==> src/rtl/paralelo_serial_param.sv <==
// Parametrised parallel-to-serial converter: DATA_W-bit words out as LANE_W-bit slices, MSB first,
// with a valid/ready input, a sync preamble of idle characters and idle fill.
// Optional `PARALELO_SERIAL_WORDCNT_EN adds a 16-bit count of data words sent (words_sent).
module paralelo_serial_param #(
  parameter int unsigned       DATA_W     = 8,
  parameter int unsigned       LANE_W     = 2,
  parameter logic [DATA_W-1:0] IDLE_CHAR  = 8'hBC,
  parameter int unsigned       SYNC_WORDS = 4
) (
  input  logic              clk16f,
  input  logic              reset_L,
  input  logic [DATA_W-1:0] in_data,
  input  logic              in_valid,
  output logic              in_ready,
  output logic [LANE_W-1:0] serial_out,
  output logic              word_start,
  output logic              idle_out,
  output logic              active
`ifdef PARALELO_SERIAL_WORDCNT_EN
  ,
  output logic [15:0]       words_sent
`endif
);

  localparam int unsigned SLICES = DATA_W / LANE_W;
  localparam int unsigned CNT_W  = (SLICES > 1) ? $clog2(SLICES) : 1;
  localparam int unsigned SYNC_W = $clog2(SYNC_WORDS + 1);

  localparam logic [CNT_W-1:0]  LastSlice = CNT_W'(SLICES - 1);
  localparam logic [SYNC_W-1:0] LastSync  = SYNC_W'(SYNC_WORDS - 1);

  typedef enum logic [0:0] {StSync, StActive} state_e;

  state_e              state_q, state_d;
  logic [CNT_W-1:0]    slice_cnt_q, slice_cnt_d;
  logic [SYNC_W-1:0]   sync_cnt_q, sync_cnt_d;
  logic [DATA_W-1:0]   shreg_q, shreg_d;
  logic [DATA_W-1:0]   hold_q, hold_d;
  logic                hold_full_q, hold_full_d;
  logic                word_start_q, word_start_d;
  logic                idle_out_q, idle_out_d;
`ifdef PARALELO_SERIAL_WORDCNT_EN
  logic [15:0]         words_sent_q, words_sent_d;
`endif

  logic load;
  logic xfer;

  assign load     = (slice_cnt_q == LastSlice);
  assign in_ready = (state_q == StActive) && (!hold_full_q || load);
  assign xfer     = in_valid && in_ready;

  always_comb begin
    state_d      = state_q;
    slice_cnt_d  = slice_cnt_q;
    sync_cnt_d   = sync_cnt_q;
    shreg_d      = shreg_q;
    hold_d       = hold_q;
    hold_full_d  = hold_full_q;
    word_start_d = word_start_q;
    idle_out_d   = idle_out_q;
`ifdef PARALELO_SERIAL_WORDCNT_EN
    words_sent_d = words_sent_q;
`endif

    if (load) begin
      slice_cnt_d  = '0;
      word_start_d = 1'b1;
      if (state_q == StActive && hold_full_q) begin
        shreg_d     = hold_q;
        hold_full_d = 1'b0;
        idle_out_d  = 1'b0;
`ifdef PARALELO_SERIAL_WORDCNT_EN
        words_sent_d = words_sent_q + 16'd1;
`endif
      end else begin
        shreg_d    = IDLE_CHAR;
        idle_out_d = 1'b1;
      end
      if (state_q == StSync) begin
        sync_cnt_d = sync_cnt_q + 1'b1;
        if (sync_cnt_q == LastSync) state_d = StActive;
      end
    end else begin
      slice_cnt_d  = slice_cnt_q + 1'b1;
      shreg_d      = shreg_q << LANE_W;
      word_start_d = 1'b0;
    end

    // A transfer on a load edge refills hold after the load has taken the old word.
    if (xfer) begin
      hold_d      = in_data;
      hold_full_d = 1'b1;
    end
  end

  always_ff @(posedge clk16f) begin
    if (!reset_L) begin
      state_q      <= StSync;
      slice_cnt_q  <= LastSlice;
      sync_cnt_q   <= '0;
      shreg_q      <= '0;
      hold_q       <= '0;
      hold_full_q  <= 1'b0;
      word_start_q <= 1'b0;
      idle_out_q   <= 1'b0;
`ifdef PARALELO_SERIAL_WORDCNT_EN
      words_sent_q <= '0;
`endif
    end else begin
      state_q      <= state_d;
      slice_cnt_q  <= slice_cnt_d;
      sync_cnt_q   <= sync_cnt_d;
      shreg_q      <= shreg_d;
      hold_q       <= hold_d;
      hold_full_q  <= hold_full_d;
      word_start_q <= word_start_d;
      idle_out_q   <= idle_out_d;
`ifdef PARALELO_SERIAL_WORDCNT_EN
      words_sent_q <= words_sent_d;
`endif
    end
  end

  assign serial_out = shreg_q[DATA_W-1 -: LANE_W];
  assign word_start = word_start_q;
  assign idle_out   = idle_out_q;
  assign active     = (state_q == StActive);
`ifdef PARALELO_SERIAL_WORDCNT_EN
  assign words_sent = words_sent_q;
`endif

endmodule
==> config.mk <==
export PLATFORM = sky130hd
export DESIGN_NAME = paralelo_serial_param
export DESIGN_NICKNAME = d
export VERILOG_FILES = /design/src/rtl/paralelo_serial_param.sv
export SDC_FILE = /design/constraint.sdc
export NUM_CORES = 1
export LEC_CHECK = 0
export ABC_AREA = 1
export ABC_CLOCK_PERIOD_IN_PS = 1600
export CAP_MARGIN = 10
export CORE_MARGIN = 2
export CORE_UTILIZATION = 40
export CTS_CLUSTER_SIZE = 12
export DETAILED_ROUTE_END_ITERATION = 10
export GPL_ROUTABILITY_DRIVEN = 0
export SYNTH_ARGS = -nofsm -noshare
export SYNTH_HDL_FRONTEND = slang
export SYNTH_SLANG_ARGS = --single-unit
==> constraint.sdc <==
create_clock -name clk16f -period 1.6 [get_ports clk16f]
set_input_delay 0.48 -clock clk16f [delete_from_list [all_inputs] [get_ports clk16f]]
set_output_delay 0.48 -clock clk16f [all_outputs]
set_load 0.02 [all_outputs]
==> results.ini <==
[sta]
hold_viol=0
finalSetupViolations=0
maxSlewHeadroom=0.8555
skew_ps=7.462
fin_crit_sh=0.9919
fin_crit_ps=1587
rsz0062_at_grt=true
fmax_mhz=630.1
slew_violations=0
fin_ws_ps=12.92
tightest_slew_ps=217.6

[grt]
grt_max_degree=17
antenna_found_initial=0
gr-total-overflow=0
grt_usage=0.1472
grt_pass1_vias=898
grt_pass1_wl_microns=3574

[critical_path]
cp_max_fo=2
worst_setup_path_start_kind=flip-flop
crit_chain=ha_4 -> inv_4 -> a21oi_2 -> buf_4
cp.arrival_ps=1110
crit_slowest_cell=dfxtp_2
critPathKind=reg2out
slowest_delay_ps=370
cp-end-kind=primary output
cp.required_ps=1120
r2r_cells=8

[status]
status=completed

[die]
num_rows=18
io_pins=17
dieArea_sq_mm=0.003124
design.core.area_sq_mm=0.002522
start_util=0.4271
fp.dieH_microns=55.90
dieWidth_microns=55.90

[synth]
ys_ff_latch=25
async_flop_share=0
yosysTopAreaCell=dfxtp_1
syn-cell-area_sq_mm=0.001077
syn_inst=139
post-synth-top-count-cell=inv_1
yosys-top-cells-count=inv_1 (27), dfxtp_1 (25), nand2_1 (24)
syn_avg_cell_area_sq_um=7.750
synth_top_area_frac=0.4646
yosysSeqAreaShare=0.4646
ys_top_cells_by_area=dfxtp_1 (46%), inv_1 (9.4%), nand2_1 (8.4%), nor2_1 (4.9%), a21oi_1 (4.6%)
synth_edf_count=0
synth_cell_types=20
yosysWarnings=0
synth_fp_nets=153
dominantRegCellSynth=dfxtp_1

[placed_design]
place_hpwl_microns=1561
dp_slack_ps=-157.3
port_buffers=16

[detailed_routing]
dr.pass1.iters=3
ant_nets=0
vias=880
drt-wirelength-per-cell_microns=10.74
drc=0
drt_iter0_markers=16
via_per_inst=4.656
routed_wl_microns=2029

[clock_tree]
cts_tree=done
clockRootBuffer=clkbuf_4
cts_buffers=3
cts_max_level=1
cts_setup_buffers=0
clockBufferDepth=2
clock_latency_ps=310
clk_pin_slew_ps=130
clock-sinks=25
postCtsHoldBufs=0

[power_and_ir_drop]
leakage_nw=0.6172
p_per_area_mw_per_mm2=952.2
ir_drop_mv=0.6484

[cells_and_area]
drive_above_1_share=0.1447
area_growth_pct=21.60
utilization=0.5193
fin_nets=174
num_antenna_cells=0

[min_path]
hold_path_depth=2
min_path_type=reg2reg

[job]
max-cap-violations=0

[state kept, by name, indices dropped and copies added, names as in the netlist]
| name | cells |
|---|---|
| hold_q | 8 |
| shreg_q | 8 |
| sync_cnt_q | 3 |
| slice_cnt_q | 2 |
| active | 1 |
| hold_full_q | 1 |
| idle_out | 1 |
| word_start | 1 |
[layout by cell type, fill, tap and decap left out]
cell	synthesis	routed
a21oi_1	10	9
a21oi_2	0	1
buf_4	3	8
clkbuf_4	0	3
clkdlybuf4s50_1	0	10
clkinv_2	0	1
dfxtp_1	25	23
dfxtp_2	0	2
dlygate4sd2_1	0	5
ha_1	3	2
ha_4	0	1
inv_1	27	27
inv_2	1	1
inv_4	1	1
nand2_1	24	24
nand2_2	2	2
nand2_8	1	1
nand3_4	1	1
nand4_1	8	8
nor2_1	14	14
nor3_1	2	2
o21ai_0	9	9
o21ai_1	2	2
or2_2	1	1
xor2_1	1	1
[power by group]
group          internal [mW]  switching [mW]  total, mW
combinational          0.120           0.150      0.270
sequential             0.679          0.0252      0.705
clock                 0.0933           0.180      0.273
total                  0.893           0.355       1.25
[path summary, 6_finish.rpt]
check | start | endpoint | slack, ps
worst max register to register | slice_cnt_q[0] | hold_q[1] | 400
worst min register to register | hold_q[1] | shreg_q[1] | 460
worst min-delay path | hold_q[1] | shreg_q[1] | 460
worst max-delay path | slice_cnt_q[0] | in_ready | 10
[metal layers]
layer / part of all wire / global-route usage / routed length (microns)
met1: 0.44 / 0.1522 / 898
met2: 0.52 / 0.2789 / 1061
met3: 0.024 / 0.03721 / 48
met4: 0.010 / 0.06122 / 21
met5: 0 / 0 / 0
[stage by stage]
step | TNS [ps] | std cells | hold slack, ps | total power [mW] | instance area (sq um)
after floorplan | 0 | 139 | 418.1 | 0.9027 | 1077
after global placement | -167.7 | 185 | 433.8 | 0.9794 | 1272
after detailed placement | -157.3 | 185 | 441.3 | 0.9926 | 1272
after CTS | -1.692 | 189 | 459.6 | 1.269 | 1310
after global routing | -52.94 | 189 | 466.2 | 1.337 | 1310
final | 0 | 189 | 458.9 | 1.247 | 1310
[final cells by class]
class	count	area, sq um
fill	276	1212
sequential	25	503.0
multi-input combinational	78	426.7
timing repair buffer	23	203.9
inverter	29	111.4
tap	30	37.54
clock buffer	3	22.52
clock inverter	1	5.005
[cell families (layout without fill, tap and decap cells)]
| family | after synthesis | in the layout | share of synthesized area |
|---|---|---|---|
| buffers and inverters | 36 | 56 | 0.1545 |
| XOR/XNOR | 1 | 1 | 0.008132 |
| adder cells (fa/ha/maj) | 3 | 3 | 0.03485 |
| AND/OR/NAND/NOR | 53 | 53 | 0.2404 |
| AO/OA/AOI/OAI | 21 | 21 | 0.09756 |
| flip-flops | 25 | 25 | 0.4646 |
[worst max-delay path, delay by kind of cell, from the launching register on]
family	cells	cell delay [ps]
AOI/OAI and AO/OA	1	100
buffers and inverters	2	180
DFF	1	370
adders and majority gates	1	140
[timing repair]
action,CTS,global route
hold endpoints to repair,0,0
pin swaps,1,0
setup endpoints to repair,6,1
gates resized for setup,15,0
No activity file was read; power rests on OpenSTA's default activity.
